File: src/rtl/fifo_frame_packer_pkg.sv
// Shared types and constants for the frame packer: FSM states, bus widths, header encoding.
// Latency: n/a (declarations only).
// Backpressure: n/a.
package fifo_frame_packer_pkg;

    localparam int WORD_W = 32;
    localparam int BYTE_W = 8;
    localparam int LEN_W  = 4;

    typedef enum logic [2:0] {
        IDLE = 3'd0,
        HDR  = 3'd1,
        PAY  = 3'd2,
        LOAD = 3'd3,
        TRL  = 3'd4
    } state_t;

    // Header byte is the payload size in bytes: (len + 1) * 4, range 4..64.
    function automatic logic [BYTE_W-1:0] hdr_byte(input logic [LEN_W-1:0] len);
        logic [BYTE_W-1:0] words;
        words = {{(BYTE_W-LEN_W){1'b0}}, len} + 8'd1;
        return {words[BYTE_W-3:0], 2'b00};
    endfunction

endpackage

File: src/rtl/fifo_frame_packer.sv
// Serialises 32-bit upstream words into a byte stream for an async FIFO: header, payload LSB-first, optional XOR trailer.
// Latency: header byte offered the cycle after the SOP word is accepted; payload words stream with no bubble when available.
// Backpressure: fifo_full freezes all state and fifo_data; upstream is only ready in IDLE, LOAD, or when the last byte of a word drains.
//
// Ports:
//   wclk, wrst         clock and async active-low reset
//   s_valid/s_ready    upstream word handshake; s_data word, s_sop first word, s_len word count minus 1
//   fifo_full          FIFO write-side full flag (combinational)
//   fifo_w_en/_data    FIFO write strobe and byte
//   busy               FSM not idle
//   frame_done         one-cycle pulse after the final byte of a frame is written
//   protocol_err       one-cycle pulse on a framing violation
module fifo_frame_packer
    import fifo_frame_packer_pkg::*;
#(
    parameter bit TRAILER_EN = 1'b1
) (
    input  logic              wclk,
    input  logic              wrst,
    input  logic              s_valid,
    output logic              s_ready,
    input  logic [WORD_W-1:0] s_data,
    input  logic              s_sop,
    input  logic [LEN_W-1:0]  s_len,
    input  logic              fifo_full,
    output logic              fifo_w_en,
    output logic [BYTE_W-1:0] fifo_data,
    output logic              busy,
    output logic              frame_done,
    output logic              protocol_err
);

    state_t            state_q, state_d;
    logic [WORD_W-1:0] word_q, word_d;
    logic [LEN_W-1:0]  len_q, len_d;
    logic [LEN_W-1:0]  words_left_q, words_left_d;
    logic [1:0]        byte_idx_q, byte_idx_d;
    logic [BYTE_W-1:0] chk_q, chk_d;
    logic              frame_done_d;
    logic              protocol_err_d;
    logic [BYTE_W-1:0] pay_byte;

    assign pay_byte  = word_q[{byte_idx_q, 3'b000} +: BYTE_W];
    assign fifo_w_en = ((state_q == HDR) || (state_q == PAY) || (state_q == TRL)) && !fifo_full;
    assign busy      = (state_q != IDLE);

    always_comb begin
        state_d        = state_q;
        word_d         = word_q;
        len_d          = len_q;
        words_left_d   = words_left_q;
        byte_idx_d     = byte_idx_q;
        chk_d          = chk_q;
        frame_done_d   = 1'b0;
        protocol_err_d = 1'b0;
        s_ready        = 1'b0;
        fifo_data      = '0;

        case (state_q)
            IDLE: begin
                s_ready = 1'b1;
                if (s_valid) begin
                    if (s_sop) begin
                        word_d       = s_data;
                        words_left_d = s_len;
                        len_d        = s_len;
                        byte_idx_d   = 2'd0;
                        chk_d        = '0;
                        state_d      = HDR;
                    end else begin
                        protocol_err_d = 1'b1;
                    end
                end
            end
            HDR: begin
                fifo_data = hdr_byte(len_q);
                if (fifo_w_en) state_d = PAY;
            end
            PAY: begin
                fifo_data = pay_byte;
                if (fifo_w_en) begin
                    chk_d      = chk_q ^ pay_byte;
                    byte_idx_d = byte_idx_q + 2'd1;
                    if (byte_idx_q == 2'd3) begin
                        if (words_left_q == '0) begin
                            if (TRAILER_EN) begin
                                state_d = TRL;
                            end else begin
                                state_d      = IDLE;
                                frame_done_d = 1'b1;
                            end
                        end else begin
                            // Ready only while the last byte drains, so the next
                            // word can follow without an idle cycle.
                            s_ready = 1'b1;
                            if (s_valid) begin
                                word_d       = s_data;
                                words_left_d = words_left_q - 4'd1;
                                byte_idx_d   = 2'd0;
                            end else begin
                                state_d = LOAD;
                            end
                        end
                    end
                end
            end
            LOAD: begin
                s_ready = 1'b1;
                if (s_valid) begin
                    // A stray SOP mid-frame is flagged but still consumed as payload.
                    protocol_err_d = s_sop;
                    word_d         = s_data;
                    words_left_d   = words_left_q - 4'd1;
                    byte_idx_d     = 2'd0;
                    state_d        = PAY;
                end
            end
            TRL: begin
                fifo_data = chk_q;
                if (fifo_w_en) begin
                    state_d      = IDLE;
                    frame_done_d = 1'b1;
                end
            end
            default: state_d = IDLE;
        endcase
    end

    always_ff @(posedge wclk or negedge wrst) begin
        if (!wrst) begin
            state_q      <= IDLE;
            word_q       <= '0;
            len_q        <= '0;
            words_left_q <= '0;
            byte_idx_q   <= '0;
            chk_q        <= '0;
            frame_done   <= 1'b0;
            protocol_err <= 1'b0;
        end else begin
            state_q      <= state_d;
            word_q       <= word_d;
            len_q        <= len_d;
            words_left_q <= words_left_d;
            byte_idx_q   <= byte_idx_d;
            chk_q        <= chk_d;
            frame_done   <= frame_done_d;
            protocol_err <= protocol_err_d;
        end
    end

endmodule

File: config.mk
export PLATFORM = sky130hd
export DESIGN_NAME = fifo_frame_packer
export DESIGN_NICKNAME = d
export VERILOG_FILES = /design/src/rtl/fifo_frame_packer_pkg.sv /design/src/rtl/fifo_frame_packer.sv
export SDC_FILE = /design/constraint.sdc
export NUM_CORES = 1
export LEC_CHECK = 0
export ABC_CLOCK_PERIOD_IN_PS = 4300
export CORE_ASPECT_RATIO = 0.75
export CORE_MARGIN = 5
export CORE_UTILIZATION = 51
export CTS_CLUSTER_SIZE = 40
export DETAILED_ROUTE_END_ITERATION = 12
export DONT_BUFFER_PORTS = 1
export PLACE_DENSITY = 0.76
export SYNTH_ARGS = -nofsm -noshare
export SYNTH_HDL_FRONTEND = slang
export SYNTH_SLANG_ARGS = --single-unit
File: constraint.sdc
create_clock -name wclk -period 4.3 [get_ports wclk]
set_input_delay 0.645 -clock wclk [delete_from_list [all_inputs] [get_ports wclk]]
set_output_delay 0.645 -clock wclk [all_outputs]
set_load 0.1 [all_outputs]
==> reports/summary.log <==
qor: floorplanning.die_area 7455 um^2
qor: yosys.synth.lib_cells_used.distinct 47
qor: critical_path.path_max_fanout 11
qor: floorplanning.core_region_area 5736 um^2
qor: timing.report.final.setup_viol 0
qor: layout.fillers 474
qor: critical_path.endpoint_kind primary output
qor: clocking.postCtsSetupBuffers 0
qor: timing.timing_worst_slew_pin_value 0.9097 ns
qor: grt.overflow_left_after_global_routing 0
qor: grt.grt_usage 17.90%
qor: critical_path.worst-endpoint-arrival 2.44 ns
qor: timing.unrepaired_setup_endpoints_after_global_routing no
qor: critical_path.critical_path.startpoint_type flip-flop
qor: timing.clock_skew 0.008866 ns
qor: outcome.run_status completed
qor: clocking.root_buffer sky130_fd_sc_hd__clkbuf_8
qor: clocking.cts.sink_count 55
qor: yosys.syn-cell-area 2965 um^2
qor: floorplanning.io_pins 54
qor: yosys.most_used_flip_flop_cell_after_synthesis sky130_fd_sc_hd__dfrtp_1
qor: yosys.synth_top_family_by_area multiplexers
qor: floorplanning.row_count 24
qor: run.max_cap_viol 0
qor: grt.number_of_antenna_violations_at_the_first_check_in_global_routing 0
qor: floorplanning.fp.dieH 76.04 um
qor: placement.place.port_buffers 0
qor: timing.hold_violations 0
qor: yosys.synthesis.instances 242
qor: yosys.synth_async_sr_flop_share 100.0%
qor: grt.grt_max_degree 36
qor: detailed_routing.drtPass1Iterations 4
qor: timing.layout_min_cycle_time 3.080 ns
qor: clocking.hold_buffers 4
qor: detailed_routing.wirelength 6617 um
qor: critical_path.criticalPathCategory flip-flop to primary output
qor: clocking.cts_tree yes
qor: yosys.fraction_of_the_mapped_netlist_area_in_compound_gates 12.19%
qor: yosys.synth-edff-count 0
qor: detailed_routing.detail_route.drc_violations 0
qor: layout.flow.area_growth_from_synthesis 9.367%
qor: timing.clock.fmax 324.7 MHz
qor: min_path.hp-class primary input to flip-flop
qor: yosys.synth-adder-area-share 1.266%
qor: grt.first_global_vias 2067
qor: clocking.cts_buffer_count 5
qor: yosys.yosys_register_bits 55
qor: placement.place_congestion 0.9021
qor: timing.fin_tns_setup 0 ns
qor: yosys.xor_and_xnor_fraction_of_the_mapped_netlist_area 2.954%
qor: detailed_routing.detail-route-antenna-nets 0
qor: layout.final_design_area_no_fill 3243 um^2
qor: clocking.htree_levels 2
qor: clocking.max-clock-path-buffers 2
qor: yosys.postSynthNetCount 286
qor: critical_path.rrSetupSlack 1.56 ns
qor: layout.finish.net_count 294
qor: timing.relative_max_transition_margin 39.21%
qor: floorplanning.die-width 98.05 um
qor: detailed_routing.drt-initial-drc-count 172
qor: detailed_routing.via_count 1977
qor: timing.crit_path_setup_slack_layout 1.220 ns
qor: clocking.clock_latency_on_the_worst_skew_pair 0.32 ns
qor: timing.finalCritPeriodShare 71.63%
qor: floorplanning.initial_core_util 51.70%
qor: timing.maxSlewViolCount 0
qor: clocking.post_cts_resize_count 0
qor: timing.fin_hold_ws 0.3761 ns
qor: yosys.synth_mux_area_share 23.50%
qor: detailed_routing.vias_per_cell 6.009
qor: critical_path.worst-endpoint-required 3.65 ns
qor: placement.post-dp-hpwl 4522 um
qor: detailed_routing.routed_wire_length_per_instance 20.11 um
qor: yosys.synth_simple_gate_area_share 9.325%
qor: layout.antenna_cells 0
qor: grt.first_pass_grt_wire_length 10640 um
qor: placement.placement.cell_area 3090 um^2
qor: yosys.synth-seq-area-share 46.41%
qor: yosys.synthesis.yosys.warnings 0
qor: yosys.synthesis.area_per_instance 12.25 um^2
qor: placement.pre_cts_slack 1.572 ns
qor: layout.layout-drive-gt1-share 30.68%
qor: clocking.clk_pin_slew_worst_paths 0.10 ns
-- final timing paths --
check,cells past startpoint,startpoint,endpoint
worst min-delay path,1,fifo_full,frame_done
min in group asynchronous,1,wrst,words_left_q[2]
worst max-delay path,5,state_q[2],fifo_w_en
worst min register to register,1,word_q[19],word_q[19]
max in group asynchronous,1,wrst,word_q[31]
worst max register to register,5,byte_idx_q[0],word_q[3]
-- registers in the layout, summed over array words and instances, names as in the netlist --
signal and count:
byte_idx_q 2, chk_q 8, frame_done 1, len_q 4, protocol_err 1, state_q 3, word_q 32, words_left_q 4
-- synthesized netlist by cell type, drive strengths merged (5+ instances only) --
| cell type | n | area [um^2] |
|---|---|---|
| inv | 7 | 26.28 |
| a22oi | 8 | 60.06 |
| o211ai | 9 | 67.56 |
| dfrtp | 55 | 1376 |
| buf | 11 | 80.08 |
| clkbuf | 5 | 18.77 |
| nand2 | 8 | 30.03 |
| nand3 | 6 | 30.03 |
| a21oi | 9 | 45.04 |
| o21ai | 9 | 48.80 |
| xor2 | 9 | 78.83 |
| nor2 | 19 | 71.32 |
| mux4 | 8 | 180.2 |
| mux2 | 36 | 506.7 |
-- layout by cell type, fill, tap and decap left out, types with 8 or more instances in the layout --
master and n:
sky130_fd_sc_hd__mux4_2 8, sky130_fd_sc_hd__dfrtp_1 55, sky130_fd_sc_hd__nor2_1 16, sky130_fd_sc_hd__mux2_2 9
sky130_fd_sc_hd__mux2_4 27, sky130_fd_sc_hd__xor2_1 9, sky130_fd_sc_hd__a22oi_1 8, sky130_fd_sc_hd__o211ai_1 9
sky130_fd_sc_hd__buf_4 11, sky130_fd_sc_hd__nand2_1 8, sky130_fd_sc_hd__a21oi_1 8
-- area by class of cell --
type	instances	area, um^2	share of cell area (%)
timing repair buffer	17	142.6	4.398
clock inverter	3	23.77	0.7330
clock buffer	5	68.82	2.122
tap	78	97.59	3.009
inverter	8	30.03	0.9259
multi-input combinational	163	1504	46.37
sequential	55	1376	42.44
-- metrics by stage --
step,std cells,utilization (%)
finish,329,56.54
global route,329,56.54
CTS,327,56.20
detailed placement,315,53.88
global placement,315,53.88
floorplan,242,-
-- worst max-delay path: stages, from the launching register on --
cell and delay, ns:
sky130_fd_sc_hd__dfrtp_1 0.57, sky130_fd_sc_hd__clkinv_1 0.31, sky130_fd_sc_hd__nor2_1 0.54, sky130_fd_sc_hd__o21ai_0 0.23
sky130_fd_sc_hd__a21oi_2 0.18, sky130_fd_sc_hd__buf_4 0.31
-- kinds of logic (layout without fill, tap and decap cells) --
| kind of cell | after synthesis | after routing |
|---|---|---|
| multiplexers | 45 | 45 |
| flip-flops | 55 | 55 |
| XOR/XNOR | 10 | 10 |
| buffers and inverters | 24 | 33 |
| AND/OR/NAND/NOR | 52 | 52 |
| adder cells (fa/ha/maj) | 3 | 3 |
| AO/OA/AOI/OAI | 53 | 53 |
-- layer usage --
layer  vias to the layer above  global-route usage (%)  wire length [um]
li1                        902                       -                 -
met1                       979                   25.10              3019
met2                        87                   26.56              2922
met3                         9                   5.764               582
met4                         0                   5.394                93
met5                         -                       0                 0
Power is not shown: default switching activity piles up to over one toggle a cycle in this logic, so the estimate is an artifact.
